**src/rtl/key_sched_if.sv**
```systemverilog
// Key-expansion port bundle: key load, rcon ROM, SubWord unit and round-key store.
// Optional KEY_SCHED_LAST_KEY_EN adds the last_key output.
interface key_sched_if;
    logic         start;
    logic [127:0] key_in;
    logic         busy;
    logic         done;
    logic [3:0]   rcon_addr;
    logic [31:0]  rcon_dout;
    logic [31:0]  sub_in;
    logic [31:0]  sub_out;
    logic         rk_we;
    logic [3:0]   rk_addr;
    logic [127:0] rk_data;
`ifdef KEY_SCHED_LAST_KEY_EN
    logic [127:0] last_key;

    modport master (
        output start, key_in, rcon_dout, sub_out,
        input  busy, done, rcon_addr, sub_in, rk_we, rk_addr, rk_data, last_key
    );

    modport slave (
        input  start, key_in, rcon_dout, sub_out,
        output busy, done, rcon_addr, sub_in, rk_we, rk_addr, rk_data, last_key
    );
`else
    modport master (
        output start, key_in, rcon_dout, sub_out,
        input  busy, done, rcon_addr, sub_in, rk_we, rk_addr, rk_data
    );

    modport slave (
        input  start, key_in, rcon_dout, sub_out,
        output busy, done, rcon_addr, sub_in, rk_we, rk_addr, rk_data
    );
`endif
endinterface

```
**src/rtl/key_sched_ctrl.sv**
```systemverilog
// AES-128 key-expansion sequencer driving external registered rcon ROM and SubWord unit.
// Define KEY_SCHED_LAST_KEY_EN to add the last_key register/output.
//
// state   | meaning
// --------+---------------------------------------------------------
// S_IDLE  | waiting for start; key captured on acceptance
// S_LOAD  | write cipher key as round key 0
// S_FETCH | rcon_addr / sub_in presented (registered on entry)
// S_CALC  | ROM data valid; compute and write round key `round`
// S_DONE  | one-cycle done pulse
module key_sched_ctrl (
    input  logic       clk,
    input  logic       rst_n,
    key_sched_if.slave ks
);

    typedef enum logic [2:0] {
        S_IDLE  = 3'd0,
        S_LOAD  = 3'd1,
        S_FETCH = 3'd2,
        S_CALC  = 3'd3,
        S_DONE  = 3'd4
    } state_t;

    localparam logic [3:0] LAST_ROUND = 4'd10;

    state_t       state_q, state_d;
    logic [3:0]   round_q, round_d;
    logic [127:0] wkey_q, wkey_d;
    logic [3:0]   rcon_addr_q, rcon_addr_d;
    logic [31:0]  sub_in_q, sub_in_d;
    logic [127:0] next_key;
    logic [31:0]  t_word;
    logic [31:0]  w0_n, w1_n, w2_n, w3_n;
`ifdef KEY_SCHED_LAST_KEY_EN
    logic [127:0] last_key_q, last_key_d;
`endif

    function automatic logic [31:0] rot_word(input logic [31:0] w);
        return {w[23:0], w[31:24]};
    endfunction

    always_comb begin
        t_word   = ks.sub_out ^ ks.rcon_dout;
        w0_n     = wkey_q[127:96] ^ t_word;
        w1_n     = wkey_q[95:64]  ^ w0_n;
        w2_n     = wkey_q[63:32]  ^ w1_n;
        w3_n     = wkey_q[31:0]   ^ w2_n;
        next_key = {w0_n, w1_n, w2_n, w3_n};
    end

    // The next FETCH's ROM inputs are registered on the edge entering FETCH,
    // so they come from the key being written this cycle, not the stored one.
    always_comb begin
        state_d     = state_q;
        round_d     = round_q;
        wkey_d      = wkey_q;
        rcon_addr_d = rcon_addr_q;
        sub_in_d    = sub_in_q;
`ifdef KEY_SCHED_LAST_KEY_EN
        last_key_d  = last_key_q;
`endif
        case (state_q)
            S_IDLE: begin
                if (ks.start) begin
                    wkey_d  = ks.key_in;
                    round_d = 4'd1;
                    state_d = S_LOAD;
                end
            end
            S_LOAD: begin
                rcon_addr_d = round_q - 4'd1;
                sub_in_d    = rot_word(wkey_q[31:0]);
                state_d     = S_FETCH;
            end
            S_FETCH: begin
                state_d = S_CALC;
            end
            S_CALC: begin
                wkey_d = next_key;
                if (round_q == LAST_ROUND) begin
`ifdef KEY_SCHED_LAST_KEY_EN
                    last_key_d = next_key;
`endif
                    state_d    = S_DONE;
                end else begin
                    round_d     = round_q + 4'd1;
                    rcon_addr_d = round_q;
                    sub_in_d    = rot_word(next_key[31:0]);
                    state_d     = S_FETCH;
                end
            end
            S_DONE: begin
                state_d = S_IDLE;
            end
            default: begin
                state_d = S_IDLE;
            end
        endcase
    end

    always_ff @(posedge clk) begin
        if (!rst_n) begin
            state_q     <= S_IDLE;
            round_q     <= 4'd0;
            wkey_q      <= 128'd0;
            rcon_addr_q <= 4'd0;
            sub_in_q    <= 32'd0;
        end else begin
            state_q     <= state_d;
            round_q     <= round_d;
            wkey_q      <= wkey_d;
            rcon_addr_q <= rcon_addr_d;
            sub_in_q    <= sub_in_d;
        end
    end

`ifdef KEY_SCHED_LAST_KEY_EN
    always_ff @(posedge clk) begin
        if (!rst_n) begin
            last_key_q <= 128'd0;
        end else begin
            last_key_q <= last_key_d;
        end
    end

    assign ks.last_key = last_key_q;
`endif

    assign ks.busy      = (state_q == S_LOAD) || (state_q == S_FETCH) || (state_q == S_CALC);
    assign ks.done      = (state_q == S_DONE);
    assign ks.rk_we     = (state_q == S_LOAD) || (state_q == S_CALC);
    assign ks.rk_addr   = (state_q == S_CALC) ? round_q : 4'd0;
    assign ks.rk_data   = (state_q == S_CALC) ? next_key : wkey_q;
    assign ks.rcon_addr = rcon_addr_q;
    assign ks.sub_in    = sub_in_q;

endmodule

```
**src/flat_wrapper.sv**
```systemverilog
// flat-port wrapper written by rule: the top's interface ports become plain ports
module key_sched_ctrl_flat 
  (clk, rst_n, ks_start, ks_key_in, ks_rcon_dout, ks_sub_out, ks_busy, ks_done, ks_rcon_addr, ks_sub_in, ks_rk_we, ks_rk_addr, ks_rk_data);
  key_sched_if ks_i ();
  input  logic clk;
  input  logic rst_n;
  input wire logic [$bits(ks_i.start)-1:0] ks_start;
  input wire logic [$bits(ks_i.key_in)-1:0] ks_key_in;
  input wire logic [$bits(ks_i.rcon_dout)-1:0] ks_rcon_dout;
  input wire logic [$bits(ks_i.sub_out)-1:0] ks_sub_out;
  output wire logic [$bits(ks_i.busy)-1:0] ks_busy;
  output wire logic [$bits(ks_i.done)-1:0] ks_done;
  output wire logic [$bits(ks_i.rcon_addr)-1:0] ks_rcon_addr;
  output wire logic [$bits(ks_i.sub_in)-1:0] ks_sub_in;
  output wire logic [$bits(ks_i.rk_we)-1:0] ks_rk_we;
  output wire logic [$bits(ks_i.rk_addr)-1:0] ks_rk_addr;
  output wire logic [$bits(ks_i.rk_data)-1:0] ks_rk_data;
  assign ks_i.start = ks_start;
  assign ks_i.key_in = ks_key_in;
  assign ks_i.rcon_dout = ks_rcon_dout;
  assign ks_i.sub_out = ks_sub_out;
  assign ks_busy = ks_i.busy;
  assign ks_done = ks_i.done;
  assign ks_rcon_addr = ks_i.rcon_addr;
  assign ks_sub_in = ks_i.sub_in;
  assign ks_rk_we = ks_i.rk_we;
  assign ks_rk_addr = ks_i.rk_addr;
  assign ks_rk_data = ks_i.rk_data;
  key_sched_ctrl u_core (.clk(clk), .rst_n(rst_n), .ks(ks_i));
endmodule
```
**config.mk**
```make
export PLATFORM = sky130hd
export DESIGN_NAME = key_sched_ctrl_flat
export DESIGN_NICKNAME = d
export VERILOG_FILES = /design/src/rtl/key_sched_if.sv /design/src/rtl/key_sched_ctrl.sv /design/src/flat_wrapper.sv
export SDC_FILE = /design/constraint.sdc
export NUM_CORES = 1
export LEC_CHECK = 0
export ABC_AREA = 1
export CORE_MARGIN = 4
export CORE_UTILIZATION = 51
export DETAILED_ROUTE_END_ITERATION = 12
export HOLD_SLACK_MARGIN = 0.02
export PLACE_DENSITY_LB_ADDON = 0.05
export SLEW_MARGIN = 20
export SYNTH_ARGS = -nofsm -noshare
export SYNTH_HDL_FRONTEND = slang
export SYNTH_SLANG_ARGS = --single-unit
```
**constraint.sdc**
```tcl
create_clock -name clk -period 3.2 [get_ports clk]
set_input_delay 0.64 -clock clk [delete_from_list [all_inputs] [get_ports clk]]
set_output_delay 0.64 -clock clk [all_outputs]
set_load 0.03 [all_outputs]
```
* Yosys cells after proc, flatten, opt, wreduce, memory -nomap -nowiden
Index checks and enable logic that the tools add are counted.
** Storage, ports and cells
- Input bits :: 195
- Output and inout port bits :: 171
- Flip-flop bits (word level) :: 171
** Operators by class
- Muxes and demuxes :: 14
- Reduce and logical (&&, ||, !) cells :: 9
- $add $sub $neg :: 2
- Equality and inequality tests :: 7
- Bitwise gates (word level) :: 5
** Operators with widths (count)
- 128-bit 2-to-1 mux :: 2
- 128-bit case mux with 2 select lines :: 1
- 32-bit bitwise XOR :: 5
- 32-bit case mux with 2 select lines :: 1
- 32-bit 2-to-1 mux :: 1
- 4-bit 2-to-1 mux :: 4
- 4-bit case mux with 2 select lines :: 2
- 3-bit case mux with 4 select lines :: 1
- 3-bit by 2-bit == test with 1-bit output (second input constant) :: 2
- 3-bit 2-to-1 mux :: 2
- 4-bit by 1-bit adder with 4-bit output (second input constant) :: 1
- 4-bit == test (second input constant) :: 1
- 2-bit != test (second input constant) :: 2
- 2-bit AND reduction :: 2
- 2-bit nonzero test :: 2
- 4-bit by 1-bit subtractor with 4-bit output (second input constant) :: 1
- 3-bit by 1-bit == test with 1-bit output (second input constant) :: 1
- 3-bit == test (second input constant) :: 1
- 3-bit zero test :: 1
- 1-bit logical OR :: 3
- 3-bit AND reduction :: 1

* Logic depth before layout (Yosys ltp)
Gate-level depths: netlist of run 1.
- Depth after elaboration :: 7
- Mapped depth :: 12
- Depth with buffers taken out :: 12

* Worst setup path before layout of run 1
No wires, ideal clock.
- Kind :: register to output
- Start :: reg u_core.state_q[2]
- End :: out ks_rk_data[118]
- Arrival time :: 1773 ps
- Slack :: 787 ps
- Cell stages (with the launch flop) :: 8
- Data required time :: 2560 ps
- Cells stage by stage :: dfxtp_1 nor2_4 nand2_4 inv_2 buf_4 buf_4 buf_2 o21ai_0
** Between the ends
- Word-level cells in the longest chain between the ends :: 2
** Ends and longest elaborated chain
- from (decl) :: line key_sched_ctrl.sv:27 : state_t state_q, state_d;
- from (signal assigned) :: line key_sched_ctrl.sv:110 : state_q <= state_d;
- 3-bit by 2-bit == test with 1-bit output :: line key_sched_ctrl.sv:134 : assign ks.rk_data = (state_q == S_CALC) ? next_key : wkey_q;
- 128-bit 2-to-1 mux :: line key_sched_ctrl.sv:134
- to (decl) :: line flat_wrapper.sv:17 : output wire logic [$bits(ks_i.rk_data)-1:0] ks_rk_data;
No other way between the ends.

* Final worst setup path of run 1
- Start :: reg u_core.state_q[0]
- End :: out ks_rk_data[47]
Same word-level chain as after synthesis.

==> flow_summary.yaml, run 1 <==
run_status:
  outcome: "finished, final reports clean"
place:
  dp_cells: 2474
  portBuffers: 365
  gpl_congestion: 0.908
  place.detailed.hpwl_mm: 28.0
timing:
  max_clock_freq_ghz: 0.335
  rsz_0062_raised_after_global_routing: "no"
  setup-violations-final: 0
  final.period_utilization: 0.932
  totalNegativeSetupSlack_ns: 0
  worst_slew_margin_rel: 0.652
  skew_ns: 0.0160
  slew_viol_final: 0
  tightestPinTransition_ns: 0.522
  report.final.hold_viol_count: 0
  timing.final.crit_period_ns: 2.98
critical_path:
  max_stage_delay_ns: 0.38
  startpoint_type: "register"
  timing.critical_path.required_ns: 2.56
  worst-r2r-cell-count: 8
  ff2ff_setup_slack_ns: 0.74
  worstSetupPathType: "reg2out"
  worstPathMaxFanout: 84
  cp_slowest_cell: "sky130_fd_sc_hd__dfxtp_1"
  worstReg2RegEnd: "u_core.wkey_q[85]$_SDFFE_PN0P_"
  path_cells: "inv_2 > nor2_4 > nand2_8 > clkinv_8 > buf_16 > nand3_1 > o21ai_0 > buf_4"
  reg2reg_from: "u_core.state_q[2]$_SDFFE_PN0P_"
  end_kind: "primary output"
  data_arrival_time_of_the_critical_path_ns: 2.34
grt:
  grt_pass1_wl_mm: 60.5
  globalRoute.totalOverflow: 0
  via_count_of_the_first_global_routing_pass: 12700
  total_grt_usage: 0.301
  grt_antenna_before_repair: 5
  maximum_number_of_pins_on_one_net_before_global_route_repair: 85
layout:
  design.final.nets: 2419
  area_delta_synth_final_pct: 37.4
  register_area_mm2: 0.00342
  final.fill_count: 1811
  final-instance-count-excl-fill: 2512
  drive_gt1_frac: 0.0856
  area_of_the_multi_input_gates_mm2: 0.00645
power:
  power.density_cell_area_mw_per_mm2: 465
  comb_power_share: 0.334
  switchingPower_mw: 2.58
  power.internal_mw: 4.56
  ir_worst_vdd_mv: 0.362
  total_leakage_power_nw: 6.95
  clock_power_share: 0.321
  power.switching_fraction: 0.361
  sequentialPowerShare: 0.345
yosys:
  synth_compound_area_frac: 0.148
  synth.cell_area_mm2: 0.0112
  synth_seq_area_share: 0.306
  synth.lib_cells_used.distinct: 27
  synthAdderAreaFrac: 0.00560
  ys_async_sr_fraction: 0
  ys_top_cells_by_area: "sky130_fd_sc_hd__dfxtp_1, sky130_fd_sc_hd__nand3_1, sky130_fd_sc_hd__nand2_1"
  postSynth.topFlopCell: "sky130_fd_sc_hd__dfxtp_1"
  yosys.area.top_type_share: 0.306
  count_of_flip_flops_with_a_built_in_enable_after_synthesis: 0
  synth-warning-count: 0
  synth_simple_gate_area_frac: 0.420
  syn_nets: 2100
  main_combinational_cell_family_by_area_after_synthesis: "simple AND/OR/NAND/NOR gates"
  synth_common_cells: "sky130_fd_sc_hd__nand2_1, sky130_fd_sc_hd__nand3_1, sky130_fd_sc_hd__inv_1, sky130_fd_sc_hd__dfxtp_1, sky130_fd_sc_hd__o21ai_0"
  postSynthCellCount: 1900
  syn_area_per_cell_um2: 5.88
  mux_cell_area_share_after_synthesis: 0
  yosys_reg_bits: 171
  synth_top_cell_by_area: "sky130_fd_sc_hd__dfxtp_1"
  synthMostInstantiatedCell: "sky130_fd_sc_hd__nand2_1"
  synthXorXnorAreaFrac: 0.00157
clock_network:
  clk_root_buf: "sky130_fd_sc_hd__clkbuf_16"
  post-cts-setup-buffer-count: 0
  number_of_h_tree_levels: 4
  cts_made_buffers: 17
  clkLatencyLatePin_ns: 0.44
  worst_setup_hold_path_clk_slew_ns: 0.07
  largest_buffer_count_on_any_clock_path: 2
  clock_sink_count: 171
  tritoncts: "yes"
  holdBufCountCts: 0
die:
  initial_utilization: 0.525
  die_height_um: 156
  die_x_um: 156
  std_cell_rows: 53
  core-area_mm2: 0.0213
  die_area_mm2: 0.0243
  io_pins: 366
routing:
  vias_per_instance: 5.54
  vias: 13900
  post_drt_wl_per_cell_um: 15.4
  post-route-drc-count: 0
  final_antenna_net_count: 0
  drt_first_pass_iters: 5
  drt_wl_total_mm: 38.7
  drt-initial-drc-count: 1108
worst_hold_path:
  worst_hold_startpoint: "u_core.wkey_q[124]$_SDFFE_PN0P_"
  whs_endpoint: "u_core.wkey_q[124]$_SDFFE_PN0P_"
  worst_hold_path.num_cells: 2
  worst_hold_path_type: "reg2reg"
run:
  drv.max_cap_violation_count: 0
==> registers in the layout (all words and copies together) (netlist names) <==
signal	flops
u_core.state_q	3
u_core.round_q	4
u_core.ks.sub_in	32
u_core.wkey_q	128
u_core.ks.rcon_addr	4
==> routing by layer <==
metal / GRT usage / up-vias / part of all wire
met1: 0.364 / 6295 / 0.40
met3: 0.0810 / 82 / 0.095
li1: - / 6957 / -
met5: 0 / - / 0.00034
met4: 0.133 / 2 / 0.035
met2: 0.502 / 575 / 0.47
==> metrics by stage <==
stage / total power, mW / utilization / area, um^2 / setup slack (ns) / hold slack, ns
2_1_floorplan: 3.96 / - / 11200 / 0.787 / 0.467
3_3_place_gp: 4.82 / 0.689 / 14700 / 0.340 / 0.481
4_1_cts: 7.15 / 0.719 / 15300 / 0.0390 / 0.499
6_report: 7.14 / 0.721 / 15400 / 0.217 / 0.497
5_1_grt: 7.50 / 0.721 / 15300 / 0.0984 / 0.522
3_5_place_dp: 4.87 / 0.689 / 14700 / 0.292 / 0.488
==> what timing repair did <==
action,in CTS,in global routing
endpoints found under the setup margin,1,30
resized for setup,1,4
gates cloned,0,1
==> cell families (layout without fill, tap and decap cells) <==
kind of cell | Yosys count | in the layout
and+or+nand+nor | 1095 | 1095
xor gates and xnor gates | 2 | 2
adders and majority gates | 5 | 5
other | 0 | 5
buffers and inverters | 322 | 654
DFF | 171 | 171
AOI/OAI and AO/OA | 305 | 305
==> placed cells by master, fill, tap and decap left out, types with 3 or more instances in the layout <==
cell / count
sky130_fd_sc_hd__nand2_1: 574
sky130_fd_sc_hd__nand3_1: 437
sky130_fd_sc_hd__clkdlybuf4s50_1: 235
sky130_fd_sc_hd__inv_1: 231
sky130_fd_sc_hd__dfxtp_1: 171
sky130_fd_sc_hd__o21ai_0: 164
sky130_fd_sc_hd__buf_4: 137
sky130_fd_sc_hd__a31oi_1: 91
sky130_fd_sc_hd__nor2_1: 75
sky130_fd_sc_hd__a21oi_1: 42
sky130_fd_sc_hd__clkbuf_16: 17
sky130_fd_sc_hd__inv_6: 7
sky130_fd_sc_hd__buf_12: 7
sky130_fd_sc_hd__diode_2: 5
sky130_fd_sc_hd__a22oi_1: 5
sky130_fd_sc_hd__ha_1: 5
sky130_fd_sc_hd__inv_2: 4
sky130_fd_sc_hd__bufinv_16: 4
sky130_fd_sc_hd__clkinv_4: 3
==> area by class of cell <==
type	count	share of cell area
clock inverters	14	0.0134
repair inverters	1	0.000571
inverters	239	0.0596
flip-flops and latches	171	0.223
multi-input cells	1407	0.420
well taps	275	0.0224
diodes	5	0.000815
repair buffers	382	0.232
clock buffers	18	0.0280
==> worst max-delay path by stage <==
stage                                 end  depth (start not counted)                           start
final                      ks_rk_data[47]                          8  u_core.state_q[0]$_SDFFE_PN0P_
after global routing      ks_rk_data[105]                          8  u_core.state_q[0]$_SDFFE_PN0P_
after CTS                 ks_rk_data[127]                          7  u_core.state_q[0]$_SDFFE_PN0P_
after detailed placement  ks_rk_data[127]                          7                  ks_sub_out[31]
after global placement    ks_rk_data[127]                          7                ks_rcon_dout[31]
after floorplan           ks_rk_data[118]                          7  u_core.state_q[2]$_SDFFE_PN0P_
==> critical path, delay by kind of cell (launching register included) <==
family | cells | cell delay (ns)
and+or+nand+nor | 3 | 0.52
DFF | 1 | 0.38
buffers and inverters | 4 | 0.79
AOI/OAI and AO/OA | 1 | 0.15
==> power groups by stage <==
stage	registers, mW	logic (mW)	clock network (mW)
6_report	2.47	2.39	2.29
5_1_grt	2.49	2.61	2.40
4_1_cts	2.46	2.38	2.31
3_5_place_dp	2.51	2.36	0
3_3_place_gp	2.50	2.32	0
2_1_floorplan	2.55	1.41	0
No activity file was read; power rests on OpenSTA's default activity.
==> run 2: changes to the inputs <==
--- a/config.mk
+++ b/config.mk
@@ -10,7 +10,7 @@
 export CORE_UTILIZATION = 51
 export DETAILED_ROUTE_END_ITERATION = 12
 export HOLD_SLACK_MARGIN = 0.02
-export PLACE_DENSITY_LB_ADDON = 0.05
+export PLACE_DENSITY = 0.88
 export SLEW_MARGIN = 20
 export SYNTH_ARGS = -nofsm -noshare
 export SYNTH_HDL_FRONTEND = slang
==> run 2 against run 1 <==
Clock skew shrank 0.0030 ns. Global-route usage rose by 1.1 points. Total power fell by 3.3%. Via count is 2.2% higher. Fmax decreased by 1.9%. Critical endpoint is now ks_rk_data[51]. Clock power decreased by 12%. Die area did not move. Setup slack worse by 0.058 ns. Highest routed layer is now met4. Sequential power about the same. Non-clock buffer count is 8 higher.
==> flow_summary.yaml, run 2 (synthesized netlist as in run 1, its figures left out) <==
run_status:
  outcome: "finished, final reports clean"
critical_path:
  worstPathMaxFanout: 28
  data_arrival_time_of_the_critical_path_ns: 2.40
  worstSetupPathType: "reg2out"
  timing.critical_path.required_ns: 2.56
  startpoint_type: "register"
  end_kind: "primary output"
layout:
  final-instance-count-excl-fill: 2516
  area_delta_synth_final_pct: 36.7
  final.fill_count: 1721
  final_util: 0.717
  drive_gt1_frac: 0.0893
  most-common-layout-cells: "sky130_fd_sc_hd__nand2_1, sky130_fd_sc_hd__nand3_1, sky130_fd_sc_hd__clkdlybuf4s50_1"
  design.final.nets: 2426
  largest-register: "u_core.wkey_q"
  layout_commonest_cell: "sky130_fd_sc_hd__nand2_1"
  max_reg_flops: 128
timing:
  slew_viol_final: 0
  final.period_utilization: 0.950
  totalNegativeSetupSlack_ns: 0
  max_clock_freq_ghz: 0.329
  rsz_0062_raised_after_global_routing: "no"
  layout_setup_ws_ns: 0.159
  worst_slew_margin_rel: 0.609
  tightestPinTransition_ns: 0.587
  timing.final.crit_period_ns: 3.04
  skew_ns: 0.0130
  setup-violations-final: 0
  report.final.hold_viol_count: 0
clock_network:
  largest_buffer_count_on_any_clock_path: 2
  cts_made_buffers: 17
  post-cts-setup-buffer-count: 0
  worst_setup_hold_path_clk_slew_ns: 0.08
  clk_root_buf: "sky130_fd_sc_hd__clkbuf_16"
  tritoncts: "yes"
  number_of_h_tree_levels: 4
  clkLatencyLatePin_ns: 0.42
  clock_sink_count: 171
  holdBufCountCts: 0
  post_cts.resized_instances: 0
place:
  place.detailed.hpwl_mm: 29.6
  dp_cells: 2482
  portBuffers: 365
  gpl_congestion: 0.912
  placement.setup.worst_slack_ns: 0.333
power:
  ir_worst_vdd_mv: 0.307
  sequentialPowerShare: 0.358
  clock_power_share: 0.293
  power.internal_mw: 4.32
  power.switching_fraction: 0.375
  total_leakage_power_nw: 6.94
  switchingPower_mw: 2.59
  comb_power_share: 0.349
  report.power.total_mw: 6.91
  power.density_cell_area_mw_per_mm2: 453
routing:
  vias: 14200
  vias_per_instance: 5.65
  post_drt_wl_per_cell_um: 16.0
  final_antenna_net_count: 0
  drt_first_pass_iters: 5
  drt-initial-drc-count: 1223
  post-route-drc-count: 0
  drt_wl_total_mm: 40.4
grt:
  grt_pass1_wl_mm: 63.1
  total_grt_usage: 0.312
  maximum_number_of_pins_on_one_net_before_global_route_repair: 77
  grt_antenna_before_repair: 2
  via_count_of_the_first_global_routing_pass: 13300
  globalRoute.totalOverflow: 0
die:
  io_pins: 366
  std_cell_rows: 53
  die_x_um: 156
  die_area_mm2: 0.0243
  initial_utilization: 0.525
  core-area_mm2: 0.0213
  die_height_um: 156
worst_hold_path:
  worst_hold_path_type: "reg2reg"
run:
  drv.max_cap_violation_count: 0
[run 2: worst max-delay path, cell delays in order (launching register included)]
cell	delay (ns)
sky130_fd_sc_hd__dfxtp_1	0.39
sky130_fd_sc_hd__inv_2	0.08
sky130_fd_sc_hd__nor2_4	0.17
sky130_fd_sc_hd__nand2_4	0.21
sky130_fd_sc_hd__inv_6	0.25
sky130_fd_sc_hd__buf_4	0.33
sky130_fd_sc_hd__nand3_1	0.14
sky130_fd_sc_hd__o21ai_0	0.16
sky130_fd_sc_hd__buf_4	0.23
[run 2: layout make-up]
class	count	area, um^2	share of cell area
clock inverter	15	138	0.00901
clock buffer	17	425	0.0279
timing repair buffer	390	3590	0.235
tap	275	344	0.0225
sequential	171	3420	0.224
multi-input combinational	1407	6440	0.422
antenna	2	5.00	0.000328
inverter	239	907	0.0594
[run 2: per-layer routing]
layer	part of all wire	wire, um	GRT usage	vias up
li1	-	-	-	6973
met4	0.042	1710	0.148	0
met2	0.47	19200	0.536	704
met5	0	0	0	-
met1	0.39	15900	0.376	6432
met3	0.089	3570	0.0580	108
[run 2: power by group through the flow]
stage / Sequential, mW / Combinational, mW / Clock [mW]
after floorplan: 2.55 / 1.41 / 0
after global placement: 2.50 / 2.32 / 0
after detailed placement: 2.51 / 2.38 / 0
after CTS: 2.46 / 2.40 / 2.05
after global routing: 2.49 / 2.62 / 2.15
final: 2.47 / 2.41 / 2.02
[run 2: worst paths after layout]
path | depth (start not counted) | from | to | slack, ns
min | 2 | u_core.wkey_q[100]$_SDFFE_PN0P_ | u_core.wkey_q[100]$_SDFFE_PN0P_ | 0.50
max | 8 | u_core.state_q[0]$_SDFFE_PN0P_ | ks_rk_data[51] | 0.16
max reg2reg | 11 | u_core.state_q[0]$_SDFFE_PN0P_ | u_core.round_q[3]$_SDFFE_PN0P_ | 0.79
min reg2reg | 2 | u_core.wkey_q[100]$_SDFFE_PN0P_ | u_core.wkey_q[100]$_SDFFE_PN0P_ | 0.50
[run 2: through the flow]
step	area, um^2	hold WS (ns)
floorplan	11200	0.467
global placement	14700	0.483
detailed placement	14700	0.487
CTS	15300	0.499
global route	15300	0.519
finish	15300	0.504
